[src/rtl/tmds_channel_rx_pkg.sv]
// tmds_pkg: shared definitions for the TMDS receive channel.
//   - the four 10-bit control tokens as they appear on din (bit0 first on wire)
//   - rx_state_t: alignment FSM states
//   - token_map(): classifies a word, returning {is_token, c1, c0}
package tmds_pkg;

  localparam logic [9:0] TOK_CTL00 = 10'h354;
  localparam logic [9:0] TOK_CTL01 = 10'h0AB;
  localparam logic [9:0] TOK_CTL10 = 10'h154;
  localparam logic [9:0] TOK_CTL11 = 10'h2AB;

  typedef enum logic [1:0] {
    SEARCH = 2'd0,
    SLIP   = 2'd1,
    SETTLE = 2'd2,
    LOCKED = 2'd3
  } rx_state_t;

  function automatic logic [2:0] token_map(input logic [9:0] w);
    case (w)
      TOK_CTL00: token_map = 3'b100;
      TOK_CTL01: token_map = 3'b101;
      TOK_CTL10: token_map = 3'b110;
      TOK_CTL11: token_map = 3'b111;
      default:   token_map = 3'b000;
    endcase
  endfunction

endpackage

[src/rtl/tmds_channel_rx_if.sv]
// tmds_channel_rx_if: word/alignment/decode bundle of one TMDS receive channel.
//   din        10  deserialized word from the deserializer
//   bitslip     1  alignment shift request back to the deserializer
//   locked      1  word alignment acquired
//   de          1  dout carries pixel data (else ctl carries control value)
//   dout        8  decoded pixel byte
//   ctl         2  decoded control value {c1,c0}
//   relock_cnt  8  lock-loss count, present only with TMDS_RELOCK_CNT_EN
// Modports: slave = the receiver, master = deserializer / downstream side.
interface tmds_channel_rx_if;
  logic [9:0] din;
  logic       bitslip;
  logic       locked;
  logic       de;
  logic [7:0] dout;
  logic [1:0] ctl;
`ifdef TMDS_RELOCK_CNT_EN
  logic [7:0] relock_cnt;

  modport slave  (input din, output bitslip, locked, de, dout, ctl, relock_cnt);
  modport master (output din, input bitslip, locked, de, dout, ctl, relock_cnt);
`else
  modport slave  (input din, output bitslip, locked, de, dout, ctl);
  modport master (output din, input bitslip, locked, de, dout, ctl);
`endif
endinterface

[src/rtl/tmds_word_decode.sv]
// tmds_word_decode: combinational TMDS word classifier and data decoder.
//   din      in   10  TMDS word
//   is_token out   1  din is one of the four control tokens
//   ctl      out   2  control value for a token (0 otherwise)
//   q        out   8  decoded data byte (meaningful only for data words)
module tmds_word_decode
  import tmds_pkg::*;
(
  input  logic [9:0] din,
  output logic       is_token,
  output logic [1:0] ctl,
  output logic [7:0] q
);

  logic [7:0] t;

  always_comb begin
    {is_token, ctl} = token_map(din);
    // din[9] marks an inverted byte; din[8] selects XOR vs XNOR chaining
    t = din[9] ? ~din[7:0] : din[7:0];
    if (din[8]) q = {t[7:1] ^ t[6:0], t[0]};
    else        q = {~(t[7:1] ^ t[6:0]), t[0]};
  end

endmodule

[src/rtl/tmds_channel_rx.sv]
// tmds_channel_rx: one TMDS receive channel with word alignment search.
//   clk_vga  in  pixel clock, rising edge
//   rst_n    in  asynchronous active-low reset
//   bus      slave modport of tmds_channel_rx_if (din in; bitslip, locked,
//            de, dout, ctl and optionally relock_cnt out)
// The FSM hunts for runs of identical control tokens, pulsing bitslip after
// each fruitless search window, and drops lock when tokens stop arriving.
// Optional feature macro: TMDS_RELOCK_CNT_EN adds a saturating lock-loss
// counter on bus.relock_cnt.
module tmds_channel_rx
  import tmds_pkg::*;
#(
  parameter int TOKEN_RUN    = 8,
  parameter int SEARCH_WIN   = 1024,
  parameter int SLIP_SETTLE  = 4,
  parameter int LOCK_TIMEOUT = 4096
) (
  input  logic            clk_vga,
  input  logic            rst_n,
  tmds_channel_rx_if.slave bus
);

  localparam int RUN_W = $clog2(TOKEN_RUN) + 1;
  localparam int WIN_W = $clog2(SEARCH_WIN) + 1;
  localparam int SET_W = $clog2(SLIP_SETTLE) + 1;
  localparam int TO_W  = $clog2(LOCK_TIMEOUT) + 1;

  localparam logic [RUN_W-1:0] RUN_LAST = RUN_W'(TOKEN_RUN - 1);
  localparam logic [WIN_W-1:0] WIN_LAST = WIN_W'(SEARCH_WIN - 1);
  localparam logic [SET_W-1:0] SET_LAST = SET_W'(SLIP_SETTLE - 1);
  localparam logic [TO_W-1:0]  TO_LAST  = TO_W'(LOCK_TIMEOUT - 1);

  // Stage p0: combinational decode of the incoming word
  logic       tok_p0;
  logic [1:0] ctl_p0;
  logic [7:0] q_p0;

  tmds_word_decode u_decode (
    .din      (bus.din),
    .is_token (tok_p0),
    .ctl      (ctl_p0),
    .q        (q_p0)
  );

  rx_state_t        state, state_nxt;
  logic [RUN_W-1:0] run_cnt, run_nxt;
  logic [1:0]       last_tok, last_tok_nxt;
  logic [WIN_W-1:0] win_cnt, win_nxt;
  logic [SET_W-1:0] set_cnt, set_nxt;
  logic [TO_W-1:0]  to_cnt, to_nxt;

  always_comb begin
    state_nxt    = state;
    run_nxt      = run_cnt;
    last_tok_nxt = last_tok;
    win_nxt      = win_cnt;
    set_nxt      = set_cnt;
    to_nxt       = to_cnt;
    case (state)
      SEARCH: begin
        win_nxt = win_cnt + WIN_W'(1);
        if (tok_p0) begin
          last_tok_nxt = ctl_p0;
          // run_cnt holds the length of the current identical-token run
          if (run_cnt != '0 && ctl_p0 == last_tok) begin
            if (run_cnt == RUN_LAST) begin
              state_nxt = LOCKED;
              to_nxt    = '0;
            end else begin
              run_nxt = run_cnt + RUN_W'(1);
            end
          end else begin
            run_nxt = RUN_W'(1);
          end
        end else begin
          run_nxt = '0;
        end
        // a run completing on the window's last cycle takes priority
        if (state_nxt != LOCKED && win_cnt == WIN_LAST) state_nxt = SLIP;
      end
      SLIP: begin
        state_nxt = SETTLE;
        set_nxt   = '0;
      end
      SETTLE: begin
        if (set_cnt == SET_LAST) begin
          state_nxt = SEARCH;
          set_nxt   = '0;
          run_nxt   = '0;
          win_nxt   = '0;
        end else begin
          set_nxt = set_cnt + SET_W'(1);
        end
      end
      LOCKED: begin
        if (tok_p0) begin
          to_nxt = '0;
        end else if (to_cnt == TO_LAST) begin
          state_nxt = SEARCH;
          to_nxt    = '0;
          run_nxt   = '0;
          win_nxt   = '0;
        end else begin
          to_nxt = to_cnt + TO_W'(1);
        end
      end
      default: state_nxt = SEARCH;
    endcase
  end

  // Stage p1: FSM state and registered outputs
  logic       bitslip_p1;
  logic       locked_p1;
  logic       de_p1;
  logic [7:0] dout_p1;
  logic [1:0] ctl_p1;

  always_ff @(posedge clk_vga or negedge rst_n) begin
    if (!rst_n) begin
      state      <= SEARCH;
      run_cnt    <= '0;
      last_tok   <= '0;
      win_cnt    <= '0;
      set_cnt    <= '0;
      to_cnt     <= '0;
      bitslip_p1 <= 1'b0;
      locked_p1  <= 1'b0;
      de_p1      <= 1'b0;
      dout_p1    <= '0;
      ctl_p1     <= '0;
    end else begin
      state      <= state_nxt;
      run_cnt    <= run_nxt;
      last_tok   <= last_tok_nxt;
      win_cnt    <= win_nxt;
      set_cnt    <= set_nxt;
      to_cnt     <= to_nxt;
      bitslip_p1 <= (state_nxt == SLIP);
      locked_p1  <= (state_nxt == LOCKED);
      if (tok_p0) begin
        de_p1  <= 1'b0;
        ctl_p1 <= ctl_p0;
      end else begin
        // outside lock the byte still updates for debug, but de stays low
        de_p1   <= (state_nxt == LOCKED);
        dout_p1 <= q_p0;
      end
    end
  end

  assign bus.bitslip = bitslip_p1;
  assign bus.locked  = locked_p1;
  assign bus.de      = de_p1;
  assign bus.dout    = dout_p1;
  assign bus.ctl     = ctl_p1;

`ifdef TMDS_RELOCK_CNT_EN
  function automatic logic [7:0] sat_inc8(input logic [7:0] v);
    return (v == 8'hFF) ? v : v + 8'd1;
  endfunction

  logic [7:0] relock_p1;

  always_ff @(posedge clk_vga or negedge rst_n) begin
    if (!rst_n)
      relock_p1 <= '0;
    else if (state == LOCKED && state_nxt == SEARCH)
      relock_p1 <= sat_inc8(relock_p1);
  end

  assign bus.relock_cnt = relock_p1;
`endif

endmodule

[src/flat_wrapper.sv]
// flat-port wrapper written by rule: the top's interface ports become plain ports
module tmds_channel_rx_flat import tmds_pkg::*;
#(
  parameter int TOKEN_RUN    = 8,
  parameter int SEARCH_WIN   = 1024,
  parameter int SLIP_SETTLE  = 4,
  parameter int LOCK_TIMEOUT = 4096
)
  (clk_vga, rst_n, bus_din, bus_bitslip, bus_locked, bus_de, bus_dout, bus_ctl);
  tmds_channel_rx_if bus_i ();
  input  logic clk_vga;
  input  logic rst_n;
  input wire logic [$bits(bus_i.din)-1:0] bus_din;
  output wire logic [$bits(bus_i.bitslip)-1:0] bus_bitslip;
  output wire logic [$bits(bus_i.locked)-1:0] bus_locked;
  output wire logic [$bits(bus_i.de)-1:0] bus_de;
  output wire logic [$bits(bus_i.dout)-1:0] bus_dout;
  output wire logic [$bits(bus_i.ctl)-1:0] bus_ctl;
  assign bus_i.din = bus_din;
  assign bus_bitslip = bus_i.bitslip;
  assign bus_locked = bus_i.locked;
  assign bus_de = bus_i.de;
  assign bus_dout = bus_i.dout;
  assign bus_ctl = bus_i.ctl;
  tmds_channel_rx #(.TOKEN_RUN(TOKEN_RUN), .SEARCH_WIN(SEARCH_WIN), .SLIP_SETTLE(SLIP_SETTLE), .LOCK_TIMEOUT(LOCK_TIMEOUT)) u_core (.clk_vga(clk_vga), .rst_n(rst_n), .bus(bus_i));
endmodule
[config.mk]
export PLATFORM = sky130hd
export DESIGN_NAME = tmds_channel_rx_flat
export DESIGN_NICKNAME = d
export VERILOG_FILES = /design/src/rtl/tmds_channel_rx_pkg.sv /design/src/rtl/tmds_channel_rx_if.sv /design/src/rtl/tmds_word_decode.sv /design/src/rtl/tmds_channel_rx.sv /design/src/flat_wrapper.sv
export SDC_FILE = /design/constraint.sdc
export NUM_CORES = 1
export LEC_CHECK = 0
export CORE_MARGIN = 10
export CORE_UTILIZATION = 57
export DETAILED_ROUTE_END_ITERATION = 7
export HOLD_SLACK_MARGIN = 0.02
export PLACE_DENSITY = 0.89
export SETUP_SLACK_MARGIN = 0.05
export SYNTH_ARGS = -nofsm -noshare
export SYNTH_HDL_FRONTEND = slang
export SYNTH_SLANG_ARGS = --single-unit
[constraint.sdc]
create_clock -name clk_vga -period 2.3 [get_ports clk_vga]
set_input_delay 0.69 -clock clk_vga [delete_from_list [all_inputs] [get_ports clk_vga]]
set_output_delay 0.69 -clock clk_vga [all_outputs]
set_load 0.02 [all_outputs]
==> impl_metrics.toml, run 1 <==
[outcome]
status = "completed"

[sta]
rsz0062_at_grt = "true"
period_share = 0.995
hold_viol = 0
slew_viol_final = 0
skew_ns = 0.0147
tightest_slew_ns = 0.535
period_needed_ns = 2.29
fmax_mhz = 437
max-slew-margin-rel = 0.643
setup_viol = 0

[routing]
wire_per_inst_um = 20.3
vias = 2815
drc = 0
via_per_inst = 6.41
drt_iter0_markers = 238
first_pass_iters = 6
ant_nets = 0
wirelength_mm = 8.90

[placement]
dpl.hpwl_mm = 4.91
place.gp.congestion = 0.888
placed_area_mm2 = 0.00342
port_buffers = 24

[final_layout]
final_common_cell = "buf_4"
area_growth_pct = 38.3
drive_above_1_share = 0.320
antenna_cells = 0
fill_cells = 244
final_cell_mix = "buf_4, dfrtp_1, nand2_1"
final_area_mm2 = 0.00385
seq_area_mm2 = 0.00120
fin_nets = 396
multi_input_area_mm2 = 0.00175

[setup_path]
reg2reg_depth = 7
worstPathArrival_ns = 2.54
endpoint_kind = "flip-flop"
worstSetupPathType = "in -> reg"
crit_required_ns = 2.55
r2r_slack_ns = 0.04
cp_max_fo = 4
startpoint_type = "input port"

[die]
dieWidth_um = 89.8
num_io_pins = 25
die_h_um = 89.8
fp.dieArea_mm2 = 0.00807
start_util = 0.589
core_region_area_mm2 = 0.00472
rows = 25

[yosys]
synth_top_flop_cell = "dfrtp_1"
syn_area_per_cell_um2 = 9.30
synth-seq-area-share = 0.432
synth_edf_count = 0
syn_area_mm2 = 0.00278
synth_nets = 324
async_flop_share = 1.00
ys_ff_latch = 48
ys_warn_count = 0
synth.distinct_cells = 56
syn_inst = 299

[cts]
cts.sinks = 48
ctsLongestPathBuffers = 2
clkTransAtPathRegs_ns = 0.09
clock_latency_ns = 0.32
cts-root-buf = "clkbuf_8"
cts_tree = "done"
htreeDepth = 2
numCtsBuffers = 5

[grt]
first_global_vias = 2610
grt_start_max_net_pins = 29
overflow = 0
antenna_found_initial = 0
grt_pass1_wl_mm = 12.9
grt.total_usage = 0.190

[power_and_ir_drop]
power-per-cell-area_mw_per_mm2 = 515
cellLeakagePower_nw = 1.74
ir_drop_v = 0.000507
p_total_mw = 1.98

[worst_hold_path]
min_path_type = "in -> async"

[job]
drv_cap = 0
-- synth_stat cells, drive strengths merged, types with 2 or more instances --
library cell	n	area (um^2)
a21oi	14	70.1
o32ai	2	17.5
o31ai	5	37.5
o211ai	3	22.5
nor4	2	12.5
nor2b	5	31.3
o22ai	2	12.5
buf	4	31.3
ha	13	163
nand2	25	96.4
or2	3	18.8
and3	10	62.6
nand3b	3	22.5
clkbuf	7	26.3
nand2b	5	31.3
nor3	3	20.0
inv	16	60.1
a22oi	2	15.0
o21ai	25	125
and2	2	12.5
dfrtp	48	1200
nor2	25	93.8
a22o	6	52.6
a221oi	2	17.5
nand4	4	25.0
or3	2	12.5
nand3	16	85.1
a21o	2	15.0
a31oi	4	25.0
xnor2	11	96.3
o41ai	5	62.6
xor2	4	35.0
o2bb2ai	2	17.5
a21boi	2	15.0
-- layout make-up --
type / instances / share of cell area
flip-flops and latches: 48 / 0.313
clock inverters: 1 / 0.00228
well taps: 67 / 0.0218
repair buffers: 76 / 0.168
multi-input cells: 224 / 0.455
clock buffers: 7 / 0.0198
inverters: 16 / 0.0202
-- final timing paths --
kind / startpoint / endpoint
hold reg to reg: u_core.set_cnt[0]$_DFFE_PN0P_ / u_core.set_cnt[0]$_DFFE_PN0P_
setup / recovery: bus_din[5] / u_core.win_cnt[9]$_DFFE_PN0P_
setup reg to reg: u_core.to_cnt[8]$_DFFE_PN0P_ / u_core.win_cnt[9]$_DFFE_PN0P_
min in group clk_vga: u_core.set_cnt[0]$_DFFE_PN0P_ / u_core.set_cnt[0]$_DFFE_PN0P_
hold / removal: rst_n / u_core.bus.dout[5]$_DFFE_PN0N_
max in group asynchronous: rst_n / u_core.state[0]$_DFF_PN0_
-- power by group --
group | switching (mW) | internal (mW) | leakage, nW | total [mW]
logic | 0.218 | 0.218 | 1.08 | 0.437
registers | 0.0895 | 0.930 | 0.625 | 1.02
clock network | 0.308 | 0.218 | 0.0424 | 0.526
-- routing by layer --
metal	share of wire	vias up	global-route usage
met2	0.51	193	0.329
met1	0.39	1358	0.224
met3	0.068	36	0.0316
li1	-	1228	-
met4	0.037	0	0.0822
met5	0	-	0
-- state kept, by name, indices dropped and copies added (netlist names) --
register	cells
u_core.run_cnt	4
u_core.to_cnt	13
u_core.state	2
u_core.bus.dout	8
u_core.last_tok	2
u_core.bus.ctl	2
u_core.win_cnt	11
u_core.bus.locked	1
u_core.set_cnt	3
u_core.bus.bitslip	1
u_core.bus.de	1
-- logic make-up after synthesis --
kind of cell             synth area share
AO/OA/AOI/OAI                       0.204
XOR/XNOR                           0.0473
adder cells (fa/ha/maj)            0.0585
buffers and inverters              0.0423
flip-flops                          0.432
multiplexers                      0.00765
AND/OR/NAND/NOR                     0.208
-- stage by stage --
| stage | setup WS [ns] | hold slack (ns) | std cells | util | TNS, ns |
|---|---|---|---|---|---|
| final | 0.0122 | 0.343 | 439 | 0.814 | 0 |
| after global routing | -0.0420 | 0.373 | 439 | 0.814 | -0.0822 |
| after CTS | 0.00651 | 0.359 | 435 | 0.775 | 0 |
| after detailed placement | -0.872 | 0.476 | 417 | 0.725 | -28.21 |
| after global placement | -0.741 | 0.461 | 417 | 0.725 | -25.06 |
| after floorplan | -0.0438 | 0.394 | 299 | - | -0.0816 |
-- critical path: stages --
cell and delay (ns):
buf_12 0.10, inv_12 0.03, ha_4 0.14, and4b_2 0.24, and2_4 0.18, o41ai_4 0.33, buf_4 0.20, nand2_4 0.06
or4_4 0.51, nand3_2 0.07
-- timing repair --
action | CTS | global route
endpoints found under the hold margin | 0 | 0
endpoints found under the setup margin | 43 | 36
buffers inserted | 10 | 5
gates resized for setup | 46 | 48
pin swaps | 13 | 21
hold buffers | 0 | 0
(Power assumes the default switching activity.)
==> inputs of run 2 (changes only) <==
--- a/config.mk
+++ b/config.mk
@@ -6,10 +6,10 @@
 export NUM_CORES = 1
 export LEC_CHECK = 0
 export CORE_MARGIN = 10
-export CORE_UTILIZATION = 57
+export CORE_UTILIZATION = 45
 export DETAILED_ROUTE_END_ITERATION = 7
-export HOLD_SLACK_MARGIN = 0.02
-export PLACE_DENSITY = 0.89
+export HOLD_SLACK_MARGIN = 0.08
+export PLACE_DENSITY = 0.75
 export SETUP_SLACK_MARGIN = 0.05
 export SYNTH_ARGS = -nofsm -noshare
 export SYNTH_HDL_FRONTEND = slang
==> constraint.sdc (replaced) <==
create_clock -name clk_vga -period 2.7 [get_ports clk_vga]
set_input_delay 0.81 -clock clk_vga [delete_from_list [all_inputs] [get_ports clk_vga]]
set_output_delay 0.81 -clock clk_vga [all_outputs]
set_load 0.02 [all_outputs]
==> run 2 against run 1 <==
Against the previous run:
- cell area down 7.4%
- via count is 12% lower
- global-route usage fell by 5.5 points
- die area increased by 20%
- critical path type unchanged
- sequential share of layout area up 2.5 points
- combinational power fell by 25%
- wire length decreased by 26%
- critical path depth decreased by 1
- clock-buffer cell count shrank 2
- register-to-register slack gained 0.37 ns
==> impl_metrics.toml, run 2 (synthesis gave the netlist of run 1 again) <==
[sta]
fmax_mhz = 383
skew_ns = 0.0107
rsz0062_at_grt = "true"
tightest_slew_ns = 0.588
period_share = 0.967
hold_viol = 0
fin_tns_setup_ns = 0
finalWorstSetupSlack_ns = 0.0890
period_needed_ns = 2.61
slew_viol_final = 0
max-slew-margin-rel = 0.608
setup_viol = 0

[die]
start_util = 0.467
die_h_um = 98.6
core_region_area_mm2 = 0.00596
num_io_pins = 25
dieWidth_um = 98.6
rows = 28
fp.dieArea_mm2 = 0.00972

[routing]
via_per_inst = 5.66
ant_nets = 0
drt_iter0_markers = 150
wire_per_inst_um = 15.2
drc = 0
first_pass_iters = 5
wirelength_mm = 6.62
vias = 2467

[setup_path]
crit_required_ns = 2.90
crit_family = "buffers and inverters"
worstPathCellList = "clkdlybuf4s50_1 -> nand4b_1 -> or3_1 -> buf_4 -> nand3_1 -> buf_4 -> nor3_1 -> o21ai_0 -> o41ai_2"
crit_top_cell = "buf_4"
startpoint_type = "input port"
cpPeakStageDelay_ns = 0.52
cp_max_fo = 5
worstPathArrival_ns = 2.81
cp_slowest_cell = "clkdlybuf4s50_1"
reg2reg_from = "u_core.state[1]$_DFF_PN0_"
worstSetupPathType = "in -> reg"
endpoint_kind = "flip-flop"
r2r_slack_ns = 0.41
reg2reg_depth = 8
path_buf_inv = 3
critical_path.reg2reg.endpoint = "u_core.to_cnt[9]$_DFFE_PN0P_"

[power_and_ir_drop]
pwr-share-clk = 0.312
p_int_mw = 1.24
swShare = 0.284
cellLeakagePower_nw = 1.65
combPwrFrac = 0.189
p_switching_mw = 0.491
power-per-cell-area_mw_per_mm2 = 485
p_seq_frac = 0.499
ir_drop_v = 0.000459
p_total_mw = 1.73

[final_layout]
fill_cells = 503
fin_nets = 385
final_cell_mix = "dfrtp_1, buf_4, nor2_1"
largest_reg_flops = 13
antenna_cells = 0
area_growth_pct = 28.1
regMostFlops = "u_core.to_cnt"
drive_above_1_share = 0.197
final_common_cell = "dfrtp_1"

[grt]
grt_start_max_net_pins = 25
grt.total_usage = 0.134
antenna_found_initial = 0
first_global_vias = 2384
overflow = 0
grt_pass1_wl_mm = 11.2

[cts]
cts_tree = "done"
clkTransAtPathRegs_ns = 0.10
cts-root-buf = "clkbuf_8"
htreeDepth = 2
ctsLongestPathBuffers = 2
numCtsBuffers = 5
cts.sinks = 48
clock_latency_ns = 0.32
hold_buffers = 0

[job]
drv_cap = 0

[placement]
dpl_worst_slack_ns = -0.479
place.gp.congestion = 0.877
port_buffers = 24
dpl.hpwl_mm = 4.70

[worst_hold_path]
min_path_type = "in -> async"

[outcome]
status = "completed"
run 2: final cells by class:
| type | count | area [um^2] | area share |
|---|---|---|---|
| clock buffer | 5 | 68.8 | 0.0193 |
| clock inverter | 3 | 46.3 | 0.0130 |
| inverter | 16 | 60.1 | 0.0169 |
| multi-input combinational | 224 | 1540 | 0.434 |
| sequential | 48 | 1200 | 0.337 |
| tap | 75 | 93.8 | 0.0264 |
| timing repair buffer | 65 | 547 | 0.154 |
run 2: worst max-delay path by stage:
stage | startpoint | endpoint | slack (ns) | cells past startpoint
after detailed placement | bus_din[0] | u_core.to_cnt[9]$_DFFE_PN0P_ | -0.48 | 9
final | bus_din[7] | u_core.to_cnt[9]$_DFFE_PN0P_ | 0.09 | 9
after floorplan | bus_din[0] | u_core.win_cnt[9]$_DFFE_PN0P_ | 0.13 | 9
after CTS | bus_din[7] | u_core.bus.de$_DFF_PN0_ | 0.05 | 9
after global routing | bus_din[6] | u_core.to_cnt[9]$_DFFE_PN0P_ | 0.02 | 10
after global placement | bus_din[0] | u_core.bus.de$_DFF_PN0_ | -0.34 | 9
run 2: layer usage:
layer  part of all wire  GRT usage  vias to the layer above
li1                   -          -                     1203
met1               0.47      0.169                     1204
met2               0.48      0.221                       49
met3              0.036     0.0356                       11
met4              0.016     0.0342                        0
met5                  0          0                        -
run 2: what timing repair did:
item | 4_1_cts | 5_1_grt
pin swaps | 2 | 3
buffers inserted | 3 | 1
gates cloned | 0 | 0
setup endpoints to repair | 21 | 19
resized for setup | 14 | 12
run 2: per-stage QoR:
| stage | std cells | instance area, um^2 | hold WS (ns) | utilization |
|---|---|---|---|---|
| 2_1_floorplan | 299 | 2780 | 0.450 | - |
| 6_report | 436 | 3560 | 0.474 | 0.598 |
| 3_3_place_gp | 424 | 3330 | 0.462 | 0.559 |
| 3_5_place_dp | 424 | 3330 | 0.467 | 0.559 |
| 5_1_grt | 436 | 3560 | 0.512 | 0.598 |
| 4_1_cts | 435 | 3500 | 0.484 | 0.588 |
run 2: power by group through the flow:
stage	logic [mW]	clock network, mW	registers, mW
finish	0.327	0.538	0.862
global route	0.372	0.577	0.873
CTS	0.325	0.551	0.858
detailed placement	0.324	0	0.870
global placement	0.315	0	0.867
floorplan	0.171	0	0.880
